$ cat src/rtl/arbiter_wrr_ack_pkg.sv
// Shared types and helpers for the weighted round-robin arbiter.
package arbiter_wrr_pkg;

  typedef enum logic {ARB_IDLE, ARB_GRANT} arb_state_t;

  // Widest client vector onehot_to_idx accepts; callers zero-extend to this.
  localparam int MAX_CLIENTS = 32;

  function automatic int onehot_to_idx(input logic [MAX_CLIENTS-1:0] oh);
    int idx;
    idx = 0;
    for (int i = 0; i < MAX_CLIENTS; i++) begin
      if (oh[i]) idx = idx | i;
    end
    return idx;
  endfunction

endpackage

$ cat src/rtl/arbiter_wrr_ack_if.sv
// Request/grant bundle between clients (master) and the arbiter (slave).
interface arbiter_wrr_ack_if #(
  parameter int N  = 4,
  parameter int WW = 4,
  parameter int W  = $clog2(N)
);
  logic            block_arb;
  logic [N-1:0]    request;
  logic [N*WW-1:0] cfg_weight;
  logic [N-1:0]    grant_ack;
  logic            grant_valid;
  logic [N-1:0]    grant;
  logic [W-1:0]    grant_id;
  logic [W-1:0]    last_grant_id;

  modport master (
    output block_arb, request, cfg_weight, grant_ack,
    input  grant_valid, grant, grant_id, last_grant_id
  );

  modport slave (
    input  block_arb, request, cfg_weight, grant_ack,
    output grant_valid, grant, grant_id, last_grant_id
  );
endinterface

$ cat src/rtl/arbiter_wrr_ack_pick.sv
// Combinational round-robin pick: first set bit of eligible_i at or above start_i, wrapping.
module arbiter_rr_pick #(
  parameter int N = 4,
  parameter int W = $clog2(N)
) (
  input  logic [N-1:0] eligible_i,
  input  logic [W-1:0] start_i,
  output logic [N-1:0] onehot_o,
  output logic         valid_o
);
  logic [N-1:0] rot;
  logic [N-1:0] low;

  always_comb begin
    // Rotate start_i down to bit 0, isolate the lowest set bit, rotate back.
    rot      = N'({eligible_i, eligible_i} >> start_i);
    low      = rot & (~rot + N'(1));
    onehot_o = N'(({low, low} << start_i) >> N);
    valid_o  = |eligible_i;
  end

endmodule

$ cat src/rtl/arbiter_wrr_ack.sv
// Weighted round-robin arbiter: per-client credits, sticky bursts, grant held until ack.
module arbiter_wrr_ack
  import arbiter_wrr_pkg::*;
#(
  parameter int N            = 4,
  parameter int MAX_WEIGHT   = 15,
  parameter int WW           = $clog2(MAX_WEIGHT + 1),
  parameter int W            = $clog2(N),
  parameter int WAIT_GNT_ACK = 1
) (
  input logic              clk,
  input logic              rst,
  arbiter_wrr_ack_if.slave bus
);

  localparam logic [W-1:0]  LAST_IDX = W'(N - 1);
  localparam logic [WW-1:0] MAXW_V   = WW'(MAX_WEIGHT);

  function automatic logic [WW-1:0] weight_eff(input logic [WW-1:0] w);
    if (w == '0) return WW'(1);
    if (w > MAXW_V) return MAXW_V;
    return w;
  endfunction

  function automatic logic [WW-1:0] credit_dec(input logic [WW-1:0] c);
    return (c == '0) ? '0 : c - WW'(1);
  endfunction

  arb_state_t    state_q, state_d;
  logic [N-1:0]  grant_q, grant_d;
  logic [W-1:0]  grant_id_q, grant_id_d;
  logic [W-1:0]  last_q, last_d;
  logic [WW-1:0] cred_q [N];
  logic [WW-1:0] cred_d [N];
  logic [WW-1:0] cred_c [N];

  logic         in_grant, ack_hit, complete, withdraw;
  logic [W-1:0] last_c, start;
  logic [N-1:0] elig_raw, elig;
  logic         reload, sticky, arb_en;
  logic [N-1:0] pick_oh;
  logic         pick_vld;

  // Completion effects first, so a WAIT_GNT_ACK=0 re-arbitration sees the updated credits.
  always_comb begin
    in_grant = (state_q == ARB_GRANT);
    ack_hit  = (WAIT_GNT_ACK == 0) || bus.grant_ack[grant_id_q];
    complete = in_grant && ack_hit;
    withdraw = in_grant && !ack_hit && !bus.request[grant_id_q];
    last_c   = complete ? grant_id_q : last_q;
    elig_raw = '0;
    for (int i = 0; i < N; i++) begin
      cred_c[i] = cred_q[i];
      if (complete && (grant_id_q == W'(i))) cred_c[i] = credit_dec(cred_q[i]);
      elig_raw[i] = bus.request[i] && (cred_c[i] != '0);
    end
    reload = (elig_raw == '0);
    elig   = reload ? bus.request : elig_raw;
    // Burst continuation uses pre-reload credit, so an exhausted client yields the round.
    sticky = elig_raw[last_c];
    start  = (last_c == LAST_IDX) ? '0 : last_c + W'(1);
  end

  arbiter_rr_pick #(.N(N), .W(W)) u_pick (
    .eligible_i (elig),
    .start_i    (start),
    .onehot_o   (pick_oh),
    .valid_o    (pick_vld)
  );

  always_comb begin
    state_d    = state_q;
    grant_d    = grant_q;
    grant_id_d = grant_id_q;
    last_d     = last_c;
    for (int i = 0; i < N; i++) cred_d[i] = cred_c[i];
    arb_en = !bus.block_arb && (bus.request != '0) &&
             ((state_q == ARB_IDLE) || ((WAIT_GNT_ACK == 0) && in_grant));

    if (complete || withdraw) begin
      state_d = ARB_IDLE;
      grant_d = '0;
    end

    if (arb_en && (sticky || pick_vld)) begin
      if (reload) begin
        for (int i = 0; i < N; i++) cred_d[i] = weight_eff(bus.cfg_weight[i*WW +: WW]);
      end
      state_d = ARB_GRANT;
      if (sticky) begin
        grant_d    = N'(1) << last_c;
        grant_id_d = last_c;
      end else begin
        grant_d    = pick_oh;
        grant_id_d = W'(onehot_to_idx(MAX_CLIENTS'(pick_oh)));
      end
    end
  end

  always_ff @(posedge clk or posedge rst) begin
    if (rst) begin
      state_q    <= ARB_IDLE;
      grant_q    <= '0;
      grant_id_q <= '0;
      last_q     <= LAST_IDX;
      for (int i = 0; i < N; i++) cred_q[i] <= '0;
    end else begin
      state_q    <= state_d;
      grant_q    <= grant_d;
      grant_id_q <= grant_id_d;
      last_q     <= last_d;
      for (int i = 0; i < N; i++) cred_q[i] <= cred_d[i];
    end
  end

  assign bus.grant_valid   = (state_q == ARB_GRANT);
  assign bus.grant         = grant_q;
  assign bus.grant_id      = grant_id_q;
  assign bus.last_grant_id = last_q;

endmodule
$ cat src/flat_wrapper.sv
// flat-port wrapper written by rule: the top's interface ports become plain ports
module arbiter_wrr_ack_flat import arbiter_wrr_pkg::*;
#(
  parameter int N            = 4,
  parameter int MAX_WEIGHT   = 15,
  parameter int WW           = $clog2(MAX_WEIGHT + 1),
  parameter int W            = $clog2(N),
  parameter int WAIT_GNT_ACK = 1
)
  (clk, rst, bus_block_arb, bus_request, bus_cfg_weight, bus_grant_ack, bus_grant_valid, bus_grant, bus_grant_id, bus_last_grant_id);
  arbiter_wrr_ack_if #(.N(N), .WW(WW), .W(W)) bus_i ();
  input logic clk;
  input logic rst;
  input wire logic [$bits(bus_i.block_arb)-1:0] bus_block_arb;
  input wire logic [$bits(bus_i.request)-1:0] bus_request;
  input wire logic [$bits(bus_i.cfg_weight)-1:0] bus_cfg_weight;
  input wire logic [$bits(bus_i.grant_ack)-1:0] bus_grant_ack;
  output wire logic [$bits(bus_i.grant_valid)-1:0] bus_grant_valid;
  output wire logic [$bits(bus_i.grant)-1:0] bus_grant;
  output wire logic [$bits(bus_i.grant_id)-1:0] bus_grant_id;
  output wire logic [$bits(bus_i.last_grant_id)-1:0] bus_last_grant_id;
  assign bus_i.block_arb = bus_block_arb;
  assign bus_i.request = bus_request;
  assign bus_i.cfg_weight = bus_cfg_weight;
  assign bus_i.grant_ack = bus_grant_ack;
  assign bus_grant_valid = bus_i.grant_valid;
  assign bus_grant = bus_i.grant;
  assign bus_grant_id = bus_i.grant_id;
  assign bus_last_grant_id = bus_i.last_grant_id;
  arbiter_wrr_ack #(.N(N), .MAX_WEIGHT(MAX_WEIGHT), .WW(WW), .W(W), .WAIT_GNT_ACK(WAIT_GNT_ACK)) u_core (.clk(clk), .rst(rst), .bus(bus_i));
endmodule
$ cat config.mk
export PLATFORM = sky130hd
export DESIGN_NAME = arbiter_wrr_ack_flat
export DESIGN_NICKNAME = d
export VERILOG_FILES = /design/src/rtl/arbiter_wrr_ack_pkg.sv /design/src/rtl/arbiter_wrr_ack_if.sv /design/src/rtl/arbiter_wrr_ack_pick.sv /design/src/rtl/arbiter_wrr_ack.sv /design/src/flat_wrapper.sv
export SDC_FILE = /design/constraint.sdc
export NUM_CORES = 1
export LEC_CHECK = 0
export CAP_MARGIN = 15
export CORE_MARGIN = 2
export CORE_UTILIZATION = 52
export CTS_CLUSTER_DIAMETER = 150
export DETAILED_ROUTE_END_ITERATION = 8
export HOLD_SLACK_MARGIN = 0.15
export PLACE_DENSITY = 0.79
export RECOVER_POWER = 100
export SYNTH_ARGS = -nofsm -noshare
export SYNTH_HDL_FRONTEND = slang
export SYNTH_SLANG_ARGS = --single-unit
$ cat constraint.sdc
create_clock -name clk -period 2.81 [get_ports clk]
set_input_delay 0.843 -clock clk [delete_from_list [all_inputs] [get_ports clk]]
set_output_delay 0.843 -clock clk [all_outputs]
set_load 0.02 [all_outputs]
==> results.txt <==
- The flow ran to the end, and the final reports show no timing, DRC or antenna violations.
- For the worst setup path, the data required time is 2.97 ns.
- IR analysis of the VDD net gives a maximum drop of 0.654 mV.
- Along the worst path, the maximum fanout reaches 27.
- Number of endpoints with negative hold slack in the final report: 0
- In the synthesized netlist the async set-or-reset flop fraction comes to 100%.
- Delay contributed by the slowest stage of the critical path: 0.47 ns
- Prior to clock tree synthesis, the placed netlist has a worst setup slack of -0.571 ns.
* Number of enable-type register cells in the synthesized netlist: 0
- ANT nets after route: 0
- Count of unresolved DRC violations after routing: 0
- Total CTS buffers: 3
- In this run the number of H-tree levels came out at 1.
- Global routing consumed, over all layers together, 29.3% of the routing resources.
- Nets@finish: 338
- Hold buffer count at cts: 0
- Gate family responsible for the most delay along the worst path: compound AO/OA/AOI/OAI gates
- Counting tap cells, the placed design contains a total of 348 instances.
- At the pin with the least slew margin, the transition time is 1.37 ns.
- The congestion estimate from routability-driven global placement came to 0.928.
* Remaining max-slew budget at the tightest pin: 8.37%
- Post-route cell area: 2860 µm²
* Standard cell area after detailed placement: 2730 µm²
- Number of cell rows: 22
* Die X-Extent: 65.1 µm
* Setup crit start kind: input port
* Initial antenna violation count: 0
- Buffers added on ports: 35
* Buffering stage count on the worst path with inverters included: 2
* Peak Freq: 0.374 GHz
- Critical path arrival: 2.83 ns
- For this design, the slowest cell found on the critical path is clkdlybuf4s50_1.
- The number of global-route vias before repair was 2165.
- Counting I/O delays and the setup requirement, the final critical path takes 2.67 ns.
- On the final layout, the worst hold slack is 0.483 ns.
* Number of warnings printed during yosys synthesis: 0
- CTS tree: done
- Counting instances in the post-synthesis netlist gives the leading cell types as a21oi_1 (23), dfrtp_1 (23), nor2_1 (21), nor3_1 (20), nand2_1 (17).
* Dominant cells by area after synthesis: dfrtp_1 (30%), a21oi_1 (5.9%), nor3_1 (5.2%)
- Summing the sequential cell areas from Yosys gives 32.4% of the chip area.
* Synth top area share: 29.7%
- Clock transition at the registers of the reported paths: 0.10 ns
- Between clock sinks in the finished design, the worst skew comes to 0.00422 ns.
- Ys flop type: dfrtp_1
- When the netlist entered floorplanning its net count stood at 251.
- Global-route wire length before repair: 9780 µm
* Number of vias per cell after detailed routing: 5.96
- Clock latency on the worst-skew pair, taken at its later pin, is 0.28 ns.
- Worst setup EP type: flop
- The largest total area in the synthesized netlist belongs to dfrtp_1.
- Height of the chip: 65.1 µm
* Number of cells in the finished layout apart from fillers: 354
- CP cell instances: clkdlybuf4s50_1 > o31a_1 > a31oi_2 > a311o_1 > o211ai_1 > buf_12 > nor3_1 > a21oi_1
* Maxcap violations: 0
- Synthesis handed over a netlist of 220 instances.
- Root buffer selected by CTS: clkbuf_8
* Starting density of the core: 53.4%
- After detailed routing, the total wire length is 5870 µm.
- Power Total: 3.32 mW
- DRT iter0 DRCs: 165
* Area growth from synthesis to layout: 47.4%
- The die covers 4240 µm².
- Counting every sink on the clock net gives 25.
- Core Footprint: 3630 µm²
* Smallest setup slack after layout: 0.137 ns
* Final period util: 95.1%
- Fraction of final layout cells with drive strength greater than 1: 30.7%
* Detailed Place HPWL: 4290 µm
- Routed wire length per instance: 16.6 µm
- The mapped netlist covers 1940 µm².
- Setup repair after global routing left no endpoint under its margin.
- For this run, the detailed router's first-pass iteration total came to 4.
- The synthesized design contains 25 register bits.
* Average cell area after synthesis: 8.82 µm²
- The setup path with the least slack is of type input port to flop.
- Summed over all cells, the static leakage comes to 1.25 nW.
- Maximum number of pins on one net before global-route repair: 28
- For this design the ratio of total power to cell area is 1160 nW/µm².
* Number of pins exceeding their max-slew limit in the final report: 0
- Final number of setup-violating endpoints: 0
- Worst min path class: flop to flop
* Synth cell types: 64
* Bufs on Longest Clock Path: 2
* Number of vias in the routed layout: 2109
- Pin placement for this block handled 36 I/O pins.
* Global route overflow: 0
- The number of antenna diodes in the final layout is 0.
-- worst reg2reg max path, cell delays in order, from the launching register on --
cell	delay (ns)
dfrtp_1	0.59
buf_4	0.28
nand4_2	0.15
a31oi_2	0.36
a311o_1	0.37
o211ai_1	0.19
buf_12	0.21
nor3_1	0.23
a21oi_1	0.07
-- final timing paths --
| path | startpoint | end | slack, ns | depth (start not counted) |
|---|---|---|---|---|
| min | u_core.bus.grant[1]$_DFFE_PP0P_ | u_core.bus.grant[1]$_DFFE_PP0P_ | 0.48 | 1 |
| max reg2reg | u_core.bus.grant_valid$_DFFE_PP0P_ | u_core.cred_q[8]$_DFF_PP0_ | 0.24 | 8 |
| max | bus_request[3] | u_core.cred_q[8]$_DFF_PP0_ | 0.14 | 8 |
| min reg2reg | u_core.bus.grant[1]$_DFFE_PP0P_ | u_core.bus.grant[1]$_DFFE_PP0P_ | 0.48 | 1 |
| min in group asynchronous | rst | u_core.cred_q[1]$_DFF_PP0_ | 1.46 | 3 |
| max in group asynchronous | rst | u_core.cred_q[8]$_DFF_PP0_ | 0.55 | 3 |
-- per-layer routing --
layer | vias up | track usage, % | share of wire [%]
li1 | 1020 | - | -
met1 | 1005 | 36.9 | 43
met2 | 70 | 50.8 | 50
met3 | 14 | 4.97 | 5.2
met5 | - | 0 | 0
met4 | 0 | 10.7 | 1.8
-- flip-flops by register name (all words and copies together) (netlist names) --
register                  flops
u_core.bus.grant_valid        1
u_core.bus.last_grant_id      2
u_core.bus.grant              4
u_core.bus.grant_id           2
u_core.cred_q                16
-- layout by cell type (no fill, tap or decap), types with 3 or more instances in the layout --
cell type and count:
buf_4 42, dfrtp_1 23, nor2_1 21, a21oi_1 21, clkdlybuf4s50_1 20, nor3_1 19
nand2_1 17, inv_1 9, dlygate4sd3_1 9, o21ai_0 7, a31oi_1 6, o21ai_1 5
o31a_1 4, nor2b_1 4, clkbuf_2 4, clkbuf_1 4, a31o_2 3, nand3_1 3
nand2b_1 3, o211ai_1 3, ha_1 3, clkbuf_8 3, clkbuf_4 3
-- stage by stage --
stage                     utilization, %  TNS [ns]
after global routing                78.7         0
after global placement              75.0     -7.81
after CTS                           77.9         0
after detailed placement            75.0     -9.03
after floorplan                        -         0
final                               78.7         0
-- cell type report --
type / instances / area (µm²)
clock inverter: 1 / 7.51
tap: 48 / 60.1
sequential: 25 / 628
timing repair buffer: 89 / 752
clock buffer: 3 / 41.3
multi-input combinational: 178 / 1330
fill: 248 / 773
inverter: 10 / 37.5
-- timing repair --
item | 4_1_cts | 5_1_grt
setup endpoints to repair | 22 | 5
setup buffers | 1 | 2
resized for setup | 16 | 19
pin swaps | 9 | 12
-- power by group --
part | internal (mW) | switching (mW)
Sequential | 0.533 | 0.237
Clock | 0.101 | 0.127
Combinational | 1.16 | 1.16
-- logic make-up (layout without fill, tap and decap cells) --
group | after synthesis | after routing | share of synthesized area, %
multiplexers | 8 | 8 | 5.22
flip-flops | 25 | 25 | 32.4
AO/OA/AOI/OAI | 79 | 79 | 30.8
AND/OR/NAND/NOR | 87 | 87 | 24.7
adder cells (fa/ha/maj) | 4 | 4 | 2.58
buffers and inverters | 17 | 103 | 4.32
Note: power is estimated with default switching activity, not from simulation.
